<file path="src/rtl/wb_retire_stage_if.sv">
// MEM->WB handshake bundle plus the debug trace handshake.
// master = MEM stage / trace consumer side, slave = wb_retire_stage.
interface wb_retire_stage_if #(
    parameter int DATA_W     = 32,
    parameter int RF_ADDR_W  = 5,
    parameter int CSR_ADDR_W = 14
);
    logic                  mem_wb_valid;
    logic                  wb_allowin;
    logic [DATA_W-1:0]     mem_pc;
    logic [DATA_W-1:0]     mem_result;
    logic                  mem_gr_we;
    logic [RF_ADDR_W-1:0]  mem_dest;
    logic                  mem_csr_we;
    logic [CSR_ADDR_W-1:0] mem_csr_waddr;
    logic [DATA_W-1:0]     mem_csr_wmask;
    logic [DATA_W-1:0]     mem_csr_wdata;
    logic                  mem_ertn;
    logic                  mem_exc;
    logic [5:0]            mem_ecode;
    logic [8:0]            mem_esubcode;
    logic                  mem_epoch;

    logic                  debug_wb_valid;
    logic                  debug_wb_ready;
    logic [DATA_W-1:0]     debug_wb_pc;
    logic [DATA_W-1:0]     debug_wb_rf_wdata;
    logic [RF_ADDR_W-1:0]  debug_wb_rf_wnum;
    logic [3:0]            debug_wb_rf_we;

    modport master (
        output mem_wb_valid, mem_pc, mem_result,
        output mem_gr_we, mem_dest,
        output mem_csr_we, mem_csr_waddr,
        output mem_csr_wmask, mem_csr_wdata,
        output mem_ertn, mem_exc, mem_ecode,
        output mem_esubcode, mem_epoch,
        input  wb_allowin,
        input  debug_wb_valid, debug_wb_pc,
        input  debug_wb_rf_wdata, debug_wb_rf_wnum,
        input  debug_wb_rf_we,
        output debug_wb_ready
    );

    modport slave (
        input  mem_wb_valid, mem_pc, mem_result,
        input  mem_gr_we, mem_dest,
        input  mem_csr_we, mem_csr_waddr,
        input  mem_csr_wmask, mem_csr_wdata,
        input  mem_ertn, mem_exc, mem_ecode,
        input  mem_esubcode, mem_epoch,
        output wb_allowin,
        output debug_wb_valid, debug_wb_pc,
        output debug_wb_rf_wdata, debug_wb_rf_wnum,
        output debug_wb_rf_we,
        input  debug_wb_ready
    );
endinterface

</file>
<file path="src/rtl/wb_retire_stage.sv">
// Writeback/retire stage with epoch flush filter and retire counter.
// WB_TRACE_FIFO_EN adds a trace FIFO with debug_wb_ready back-pressure.
module wb_retire_stage #(
    parameter int DATA_W      = 32,
    parameter int RF_ADDR_W   = 5,
    parameter int CSR_ADDR_W  = 14,
    parameter int TRACE_DEPTH = 4
) (
    input  logic                  clk,
    input  logic                  reset,
    wb_retire_stage_if.slave      bus,
    output logic                  rf_we,
    output logic [RF_ADDR_W-1:0]  rf_waddr,
    output logic [DATA_W-1:0]     rf_wdata,
    output logic                  csr_we,
    output logic [CSR_ADDR_W-1:0] csr_waddr,
    output logic [DATA_W-1:0]     csr_wmask,
    output logic [DATA_W-1:0]     csr_wdata,
    output logic                  wb_exc,
    output logic [5:0]            wb_ecode,
    output logic [8:0]            wb_esubcode,
    output logic [DATA_W-1:0]     wb_pc,
    output logic [DATA_W-1:0]     wb_badvaddr,
    output logic                  ertn_flush,
    output logic                  wb_epoch,
    output logic [31:0]           retire_cnt
);

    typedef struct packed {
        logic [DATA_W-1:0]     pc;
        logic [DATA_W-1:0]     result;
        logic                  gr_we;
        logic [RF_ADDR_W-1:0]  dest;
        logic                  csr_we;
        logic [CSR_ADDR_W-1:0] csr_waddr;
        logic [DATA_W-1:0]     csr_wmask;
        logic [DATA_W-1:0]     csr_wdata;
        logic                  ertn;
        logic                  exc;
        logic [5:0]            ecode;
        logic [8:0]            esubcode;
        logic                  epoch;
    } wb_ent_t;

    wb_ent_t     ent_q, ent_d;
    logic        wb_valid_q, wb_valid_d;
    logic        wb_epoch_q, wb_epoch_d;
    logic [31:0] retire_cnt_q, retire_cnt_d;

    logic live;
    logic ready_go;
    logic wb_allowin;

    assign live       = wb_valid_q & (ent_q.epoch == wb_epoch_q);
    assign wb_allowin = ~wb_valid_q | ready_go;

    assign bus.wb_allowin = wb_allowin;
    assign wb_epoch       = wb_epoch_q;
    assign retire_cnt     = retire_cnt_q;

    always_comb begin
        wb_exc      = live & ent_q.exc;
        ertn_flush  = live & ent_q.ertn & ~ent_q.exc;
        csr_we      = live & ent_q.csr_we & ~ent_q.exc;
        rf_we       = live & ent_q.gr_we & ~ent_q.exc
                    & ~ent_q.ertn & ready_go;
        rf_waddr    = wb_valid_q ? ent_q.dest      : '0;
        rf_wdata    = wb_valid_q ? ent_q.result    : '0;
        csr_waddr   = wb_valid_q ? ent_q.csr_waddr : '0;
        csr_wmask   = wb_valid_q ? ent_q.csr_wmask : '0;
        csr_wdata   = wb_valid_q ? ent_q.csr_wdata : '0;
        wb_ecode    = wb_valid_q ? ent_q.ecode     : '0;
        wb_esubcode = wb_valid_q ? ent_q.esubcode  : '0;
        wb_pc       = wb_valid_q ? ent_q.pc        : '0;
        wb_badvaddr = wb_valid_q ? ent_q.result    : '0;
    end

    always_comb begin
        ent_d        = ent_q;
        wb_valid_d   = wb_valid_q;
        wb_epoch_d   = wb_epoch_q ^ (wb_exc | ertn_flush);
        retire_cnt_d = retire_cnt_q;
        if (wb_allowin) begin
            wb_valid_d = bus.mem_wb_valid;
        end
        if (bus.mem_wb_valid & wb_allowin) begin
            ent_d.pc        = bus.mem_pc;
            ent_d.result    = bus.mem_result;
            ent_d.gr_we     = bus.mem_gr_we;
            ent_d.dest      = bus.mem_dest;
            ent_d.csr_we    = bus.mem_csr_we;
            ent_d.csr_waddr = bus.mem_csr_waddr;
            ent_d.csr_wmask = bus.mem_csr_wmask;
            ent_d.csr_wdata = bus.mem_csr_wdata;
            ent_d.ertn      = bus.mem_ertn;
            ent_d.exc       = bus.mem_exc;
            ent_d.ecode     = bus.mem_ecode;
            ent_d.esubcode  = bus.mem_esubcode;
            ent_d.epoch     = bus.mem_epoch;
        end
        if (live & ready_go & ~ent_q.exc) begin
            retire_cnt_d = retire_cnt_q + 32'd1;
        end
    end

    always_ff @(posedge clk) begin
        if (reset) begin
            ent_q        <= '0;
            wb_valid_q   <= 1'b0;
            wb_epoch_q   <= 1'b0;
            retire_cnt_q <= '0;
        end else begin
            ent_q        <= ent_d;
            wb_valid_q   <= wb_valid_d;
            wb_epoch_q   <= wb_epoch_d;
            retire_cnt_q <= retire_cnt_d;
        end
    end

`ifdef WB_TRACE_FIFO_EN
    localparam int PTR_W = $clog2(TRACE_DEPTH);
    localparam int CNT_W = PTR_W + 1;

    typedef struct packed {
        logic [DATA_W-1:0]    pc;
        logic [RF_ADDR_W-1:0] wnum;
        logic [DATA_W-1:0]    wdata;
    } tr_ent_t;

    tr_ent_t            fifo_q [TRACE_DEPTH];
    tr_ent_t            push_ent;
    logic [PTR_W-1:0]   wr_ptr_q, wr_ptr_d;
    logic [PTR_W-1:0]   rd_ptr_q, rd_ptr_d;
    logic [CNT_W-1:0]   cnt_q, cnt_d;
    logic               tr_valid, full, push, pop;

    assign tr_valid = (cnt_q != '0);
    assign full     = (cnt_q == CNT_W'(TRACE_DEPTH));
    assign pop      = tr_valid & bus.debug_wb_ready;
    // A pop frees a slot in the same cycle, so a full FIFO need not stall.
    assign ready_go = ~(live & ent_q.gr_we & ~ent_q.exc & full & ~pop);
    assign push     = rf_we;
    assign push_ent = '{pc: ent_q.pc, wnum: ent_q.dest,
                        wdata: ent_q.result};

    assign bus.debug_wb_valid    = tr_valid;
    assign bus.debug_wb_pc       = fifo_q[rd_ptr_q].pc;
    assign bus.debug_wb_rf_wnum  = fifo_q[rd_ptr_q].wnum;
    assign bus.debug_wb_rf_wdata = fifo_q[rd_ptr_q].wdata;
    assign bus.debug_wb_rf_we    = {4{tr_valid}};

    always_comb begin
        wr_ptr_d = wr_ptr_q;
        rd_ptr_d = rd_ptr_q;
        cnt_d    = cnt_q;
        if (push) wr_ptr_d = wr_ptr_q + PTR_W'(1);
        if (pop)  rd_ptr_d = rd_ptr_q + PTR_W'(1);
        unique case ({push, pop})
            2'b10:   cnt_d = cnt_q + CNT_W'(1);
            2'b01:   cnt_d = cnt_q - CNT_W'(1);
            default: cnt_d = cnt_q;
        endcase
    end

    always_ff @(posedge clk) begin
        if (reset) begin
            wr_ptr_q <= '0;
            rd_ptr_q <= '0;
            cnt_q    <= '0;
        end else begin
            wr_ptr_q <= wr_ptr_d;
            rd_ptr_q <= rd_ptr_d;
            cnt_q    <= cnt_d;
        end
    end

    always_ff @(posedge clk) begin
        if (push) fifo_q[wr_ptr_q] <= push_ent;
    end
`else
    assign ready_go              = 1'b1;
    assign bus.debug_wb_valid    = rf_we;
    assign bus.debug_wb_pc       = wb_pc;
    assign bus.debug_wb_rf_wnum  = rf_waddr;
    assign bus.debug_wb_rf_wdata = rf_wdata;
    assign bus.debug_wb_rf_we    = {4{rf_we}};
`endif

endmodule

</file>
<file path="src/flat_wrapper.sv">
// flat-port wrapper written by rule: the top's interface ports become plain ports
module wb_retire_stage_flat 
#(
    parameter int DATA_W      = 32,
    parameter int RF_ADDR_W   = 5,
    parameter int CSR_ADDR_W  = 14,
    parameter int TRACE_DEPTH = 4
)
  (clk, reset, rf_we, rf_waddr, rf_wdata, csr_we, csr_waddr, csr_wmask, csr_wdata, wb_exc, wb_ecode, wb_esubcode, wb_pc, wb_badvaddr, ertn_flush, wb_epoch, retire_cnt, bus_mem_wb_valid, bus_mem_pc, bus_mem_result, bus_mem_gr_we, bus_mem_dest, bus_mem_csr_we, bus_mem_csr_waddr, bus_mem_csr_wmask, bus_mem_csr_wdata, bus_mem_ertn, bus_mem_exc, bus_mem_ecode, bus_mem_esubcode, bus_mem_epoch, bus_wb_allowin, bus_debug_wb_valid, bus_debug_wb_pc, bus_debug_wb_rf_wdata, bus_debug_wb_rf_wnum, bus_debug_wb_rf_we, bus_debug_wb_ready);
  wb_retire_stage_if #(.DATA_W(DATA_W), .RF_ADDR_W(RF_ADDR_W), .CSR_ADDR_W(CSR_ADDR_W)) bus_i ();
  input  logic clk;
  input  logic reset;
  output logic rf_we;
  output logic [RF_ADDR_W-1:0] rf_waddr;
  output logic [DATA_W-1:0] rf_wdata;
  output logic csr_we;
  output logic [CSR_ADDR_W-1:0] csr_waddr;
  output logic [DATA_W-1:0] csr_wmask;
  output logic [DATA_W-1:0] csr_wdata;
  output logic wb_exc;
  output logic [5:0] wb_ecode;
  output logic [8:0] wb_esubcode;
  output logic [DATA_W-1:0] wb_pc;
  output logic [DATA_W-1:0] wb_badvaddr;
  output logic ertn_flush;
  output logic wb_epoch;
  output logic [31:0] retire_cnt;
  input wire logic [$bits(bus_i.mem_wb_valid)-1:0] bus_mem_wb_valid;
  input wire logic [$bits(bus_i.mem_pc)-1:0] bus_mem_pc;
  input wire logic [$bits(bus_i.mem_result)-1:0] bus_mem_result;
  input wire logic [$bits(bus_i.mem_gr_we)-1:0] bus_mem_gr_we;
  input wire logic [$bits(bus_i.mem_dest)-1:0] bus_mem_dest;
  input wire logic [$bits(bus_i.mem_csr_we)-1:0] bus_mem_csr_we;
  input wire logic [$bits(bus_i.mem_csr_waddr)-1:0] bus_mem_csr_waddr;
  input wire logic [$bits(bus_i.mem_csr_wmask)-1:0] bus_mem_csr_wmask;
  input wire logic [$bits(bus_i.mem_csr_wdata)-1:0] bus_mem_csr_wdata;
  input wire logic [$bits(bus_i.mem_ertn)-1:0] bus_mem_ertn;
  input wire logic [$bits(bus_i.mem_exc)-1:0] bus_mem_exc;
  input wire logic [$bits(bus_i.mem_ecode)-1:0] bus_mem_ecode;
  input wire logic [$bits(bus_i.mem_esubcode)-1:0] bus_mem_esubcode;
  input wire logic [$bits(bus_i.mem_epoch)-1:0] bus_mem_epoch;
  output wire logic [$bits(bus_i.wb_allowin)-1:0] bus_wb_allowin;
  output wire logic [$bits(bus_i.debug_wb_valid)-1:0] bus_debug_wb_valid;
  output wire logic [$bits(bus_i.debug_wb_pc)-1:0] bus_debug_wb_pc;
  output wire logic [$bits(bus_i.debug_wb_rf_wdata)-1:0] bus_debug_wb_rf_wdata;
  output wire logic [$bits(bus_i.debug_wb_rf_wnum)-1:0] bus_debug_wb_rf_wnum;
  output wire logic [$bits(bus_i.debug_wb_rf_we)-1:0] bus_debug_wb_rf_we;
  input wire logic [$bits(bus_i.debug_wb_ready)-1:0] bus_debug_wb_ready;
  assign bus_i.mem_wb_valid = bus_mem_wb_valid;
  assign bus_i.mem_pc = bus_mem_pc;
  assign bus_i.mem_result = bus_mem_result;
  assign bus_i.mem_gr_we = bus_mem_gr_we;
  assign bus_i.mem_dest = bus_mem_dest;
  assign bus_i.mem_csr_we = bus_mem_csr_we;
  assign bus_i.mem_csr_waddr = bus_mem_csr_waddr;
  assign bus_i.mem_csr_wmask = bus_mem_csr_wmask;
  assign bus_i.mem_csr_wdata = bus_mem_csr_wdata;
  assign bus_i.mem_ertn = bus_mem_ertn;
  assign bus_i.mem_exc = bus_mem_exc;
  assign bus_i.mem_ecode = bus_mem_ecode;
  assign bus_i.mem_esubcode = bus_mem_esubcode;
  assign bus_i.mem_epoch = bus_mem_epoch;
  assign bus_wb_allowin = bus_i.wb_allowin;
  assign bus_debug_wb_valid = bus_i.debug_wb_valid;
  assign bus_debug_wb_pc = bus_i.debug_wb_pc;
  assign bus_debug_wb_rf_wdata = bus_i.debug_wb_rf_wdata;
  assign bus_debug_wb_rf_wnum = bus_i.debug_wb_rf_wnum;
  assign bus_debug_wb_rf_we = bus_i.debug_wb_rf_we;
  assign bus_i.debug_wb_ready = bus_debug_wb_ready;
  wb_retire_stage #(.DATA_W(DATA_W), .RF_ADDR_W(RF_ADDR_W), .CSR_ADDR_W(CSR_ADDR_W), .TRACE_DEPTH(TRACE_DEPTH)) u_core (.clk(clk), .reset(reset), .bus(bus_i), .rf_we(rf_we), .rf_waddr(rf_waddr), .rf_wdata(rf_wdata), .csr_we(csr_we), .csr_waddr(csr_waddr), .csr_wmask(csr_wmask), .csr_wdata(csr_wdata), .wb_exc(wb_exc), .wb_ecode(wb_ecode), .wb_esubcode(wb_esubcode), .wb_pc(wb_pc), .wb_badvaddr(wb_badvaddr), .ertn_flush(ertn_flush), .wb_epoch(wb_epoch), .retire_cnt(retire_cnt));
endmodule
</file>
<file path="config.mk">
export PLATFORM = sky130hd
export DESIGN_NAME = wb_retire_stage_flat
export DESIGN_NICKNAME = d
export VERILOG_FILES = /design/src/rtl/wb_retire_stage_if.sv /design/src/rtl/wb_retire_stage.sv /design/src/flat_wrapper.sv
export SDC_FILE = /design/constraint.sdc
export NUM_CORES = 1
export LEC_CHECK = 0
export BUFFER_PORTS_ARGS = -buffer_cell sky130_fd_sc_hd__buf_2
export CELL_PAD_IN_SITES_DETAIL_PLACEMENT = 0
export CELL_PAD_IN_SITES_GLOBAL_PLACEMENT = 1
export CORE_AREA = 2 2 185 187
export DETAILED_ROUTE_END_ITERATION = 7
export DIE_AREA = 0 0 187 189
export PLACE_DENSITY = 0.78
export SETUP_SLACK_MARGIN = 0.3
export SKIP_LAST_GASP = 1
export SYNTH_ARGS = -nofsm -noshare
export SYNTH_HDL_FRONTEND = slang
export SYNTH_SLANG_ARGS = --single-unit
export TNS_END_PERCENT = 20
</file>
<file path="constraint.sdc">
create_clock -name clk -period 1.8 [get_ports clk]
set_clock_uncertainty 0.15 [all_clocks]
set_input_delay 0.27 -clock clk [delete_from_list [all_inputs] [get_ports clk]]
set_output_delay 0.27 -clock clk [all_outputs]
set_load 0.03 [all_outputs]
</file>
# Yosys cells after proc, flatten, opt, wreduce, memory -nomap -nowiden
# Cells that the tools add are included.
# op_classes
n_mux	8
eq_ne	1
addsub	1
n_bitwise	14
# ops
operator	n
$mux W32	4
$add A32 B1 Y32 const B	1
$mux W14	1
$and A1 B1 Y1	10
$mux W9	1
$mux W6	1
$mux W5	1
$not A1 Y1	2
$eq A1 B1 Y1	1
$or A1 B1 Y1	1
$xor A1 B1 Y1	1
# totals
elab_cells	40
output_inout_bits	306
in_bits	171
register_bits	201

# Logic depth before layout (Yosys ltp)
# depth
ltp_word	6
mapped_depth	6
ltp_nobuf	5

# Worst setup path before layout
# No wires, ideal clock.
# synth_timing
path_kind	flip-flop to output port
from	reg u_core.wb_epoch_q, in the netlist u_core.wb_epoch
to	out bus_debug_wb_rf_we[0]
path_slack_ps	-1220
n_path_buf	1
stages_incl_launch_ff	4
t_required_ps	1380
arrival_ps	2600
path_cell_list	dfxtp_1 -> xor2_1 -> nor4b_1 -> buf_4
# synth_via
elab_chain_cells	5
# synth_rtl
element	line	rtl
start, declared	wb_retire_stage.sv:47	logic wb_epoch_q, wb_epoch_d;
start signal, assigned	wb_retire_stage.sv:115	wb_epoch_q <= wb_epoch_d;
$eq A1 B1 Y1	wb_retire_stage.sv:54	assign live = wb_valid_q & (ent_q.epoch == wb_epoch_q);
$and A1 B1 Y1	wb_retire_stage.sv:54	
$and A1 B1 Y1 (2 in series)	wb_retire_stage.sv:65	rf_we = live & ent_q.gr_we & ~ent_q.exc
$and A1 B1 Y1	wb_retire_stage.sv:66	& ~ent_q.ertn & ready_go;
end, declared	flat_wrapper.sv:47	output wire logic [$bits(bus_i.debug_wb_rf_we)-1:0] bus_debug_wb_rf_we;
# No other way between the ends.

# Worst setup path in the final report
# layout_timing
from	reg u_core.ent_q[0] (netlist bit)
to	out ertn_flush
# layout_via
elab_chain_cells	4
# layout_rtl
element	line	rtl
start, declared	wb_retire_stage.sv:45	wb_ent_t ent_q, ent_d;
start signal, assigned	wb_retire_stage.sv:113	ent_q <= ent_d;
$eq A1 B1 Y1	wb_retire_stage.sv:54	
$and A1 B1 Y1	wb_retire_stage.sv:54	
$and A1 B1 Y1 (2 in series)	wb_retire_stage.sv:63	ertn_flush = live & ent_q.ertn & ~ent_q.exc;
end, declared	flat_wrapper.sv:25	output logic ertn_flush;
# No other way between the ends.

==> impl_metrics.ini <==
[run_status]
status = finished with violations
violations = setup timing

[placement]
place_hpwl_mm = 21.5
numPortBuffers = 474
routabilityCongestion = 0.825
place_area_um2 = 12100
dp.cells = 1828

[clock_tree]
path_clk_slew_ps = 60
cts_tree = built
cts_buffers = 24
clkSinkCount = 201
clk_latency_ps = 510
h-tree-depth = 1
clockBufferDepth = 3
root_buffer = clkbuf_16

[detailed_routing]
viasPerCell = 4.41
initialDrtViolationCount = 245
drt-total-wl_mm = 34.9
num_vias = 9208
drc = 0
wl_per_cell_um = 16.7
drtPass1Iterations = 4
postRouteAntennaNets = 0

[logic_synthesis]
synth_compound_area_share_pct = 2.42
ys_ff_latch = 201
synth_cell_types = 35
syn_area_per_cell_um2 = 9.13
synth_top_area_share_pct = 43.0
synth_fa_ha_area_share_pct = 0.134
ys_warn_count = 0
syn_nets = 1197
synth_area_leaders = dfxtp_1 43%, mux2i_1 18%, and2_1 11%, buf_4 8.7%, nor2_1 7.4%
syn_area_um2 = 9360
synthXorXnorAreaFrac_pct = 0.936
synth.largest_area_cell = dfxtp_1
yosysSeqAreaShare_pct = 43.0
yosys.area_share.simple_pct = 23.5
synth_top_family_by_area = simple AND/OR/NAND/NOR gates
synth.mux.area_fraction_pct = 18.5
synthCells = 1025

[global_route]
grt_use_total_pct = 17.9
grt_remaining_overflow = 0
grt_max_degree = 77
grt_pass1_wl_mm = 50.9
grt_pass1_vias = 9245
antenna_found_initial = 0

[layout]
final_cell_mix = 352 x buf_2, 183 x nor2_1, 177 x dfxtp_1
fillCellCount = 2954
final_common_cell = buf_2
nets = 1790
fin_cells = 2086
final_util_pct = 48.3
area_growth_pct = 71.7
drive_gt1_share_pct = 45.2
fin_area_um2 = 16100

[power]
p_leak_nw = 8.02
ir_drop_mv = 0.610
power_density_nw_per_um2 = 723

[setup_path]
cpMostUsedCell = buf_6
max_stage_delay_ps = 360
cp_slowest_cell = dfxtp_4
worstPathArrival_ps = 1720
path_cells = xor2_4 -> buf_6 -> buf_4 -> nor2_4 -> and2_4 -> buf_6
cp-start-kind = flop
worstSetupPathType = reg -> out
cp.required_ps = 1380
critPathCaptureType = primary output
cp_max_fo = 3

[sta]
setup_viol_count_final = 294
period_share_pct = 119
drv_slew = 0
fmax_mhz = 467
hold_violations = 0
finalWorstSetupSlack_ps = -343
fin_tns_setup_ps = -69940
min_period_ps = 2140
rsz0062_at_grt = yes

[floorplanning]
rows = 67
start_util_pct = 28.1
dieArea_um2 = 35300
die_x_um = 187
coreArea_um2 = 33300
chipHeight_um = 189
io_pins = 477

[min_path]
hp-class = in -> reg

[flow_run]
cap_violations = 0
cell families after synthesis:
family,after synthesis
buffers and inverters,178
flip-flops,201
AO/OA/AOI/OAI,40
adder cells (fa/ha/maj),1
XOR/XNOR,10
other,1
AND/OR/NAND/NOR,422
multiplexers,172
final timing paths:
check	from	to	slack, ps	cells past startpoint
setup / recovery	u_core.ent_q[0]	ertn_flush	-340	6
setup reg to reg	u_core.ent_q[0]	u_core.retire_cnt[10]	-270	6
hold reg to reg	u_core.ent_q[2]	u_core.ent_q[2]	330	2
hold / removal	bus_mem_wb_valid	u_core.ent_q[121]	30	3
area by class of cell:
class                           instances  area (um^2)  share of cell area (%)
Timing Repair Buffer                  741         6020                    37.5
Inverter                                4         15.0                  0.0935
Clock buffer                           38          744                    4.63
Clock inverter                          5         31.3                   0.195
Sequential cell                       201         4100                    25.5
Antenna cell                            3         7.51                  0.0467
Multi-Input combinational cell        646         4590                    28.6
Tap cell                              448          561                    3.49
flip-flops by register name, summed over array words and instances (netlist names):
| register | cells |
|---|---|
| u_core.retire_cnt | 32 |
| u_core.wb_epoch | 1 |
| u_core.wb_valid_q | 1 |
| u_core.ent_q | 167 |
routing by layer:
metal	share of wire, %	GRT usage, %
met1	40	20.5
met5	0	0
met4	2.9	5.13
met2	52	33.5
met3	5.8	3.48
metrics by stage:
| step | total power, W | hold slack (ps) | worst slack [ps] |
|---|---|---|---|
| after floorplan | 0.00583 | 267 | -122 |
| after global placement | 0.00629 | 313 | -129 |
| after global routing | 0.0121 | 33.5 | -404 |
| final | 0.0116 | 28.8 | -343 |
| after CTS | 0.0116 | 6.69 | -403 |
| after detailed placement | 0.00632 | 325 | -133 |
Yosys cell counts, drive strengths merged:
cell type  instances
nor2             184
nand4b             2
and2             166
nor4b              1
or3                9
o21ai             10
mux2               5
ha                 1
nand2              8
clkbuf            45
and4               5
nor3               2
nand4             10
nor2b              6
and3               5
nand3b             1
nand3             10
a21oi             20
buf              129
mux2i            167
conb               1
and4b              1
or4               10
nor4               1
dfxtp            201
a31o               1
inv                4
xor2               4
o31ai              9
nand2b             1
xnor2              6
report_power, final:
group | internal (W) | switching, W
registers | 0.00466 | 0.000121
clock network | 0.00282 | 0.00189
logic | 0.00111 | 0.00101
total | 0.00859 | 0.00302
repair_timing:
item / CTS / global route
hold buffers: 176 / 0
buffers inserted: 7 / 13
hold endpoints to repair: 176 / 0
gates cloned: 11 / 5
gates resized for setup: 123 / 208
pin swaps: 9 / 32
endpoints found under the setup margin: 330 / 337
worst max-delay path: cells and delay by family, from the launching register on:
| family | cells | cell delay [ps] |
|---|---|---|
| flip-flops | 1 | 360 |
| buffers and inverters | 3 | 390 |
| XOR/XNOR | 1 | 190 |
| AND/OR/NAND/NOR | 2 | 280 |
Note: power is estimated with default switching activity, not from simulation.
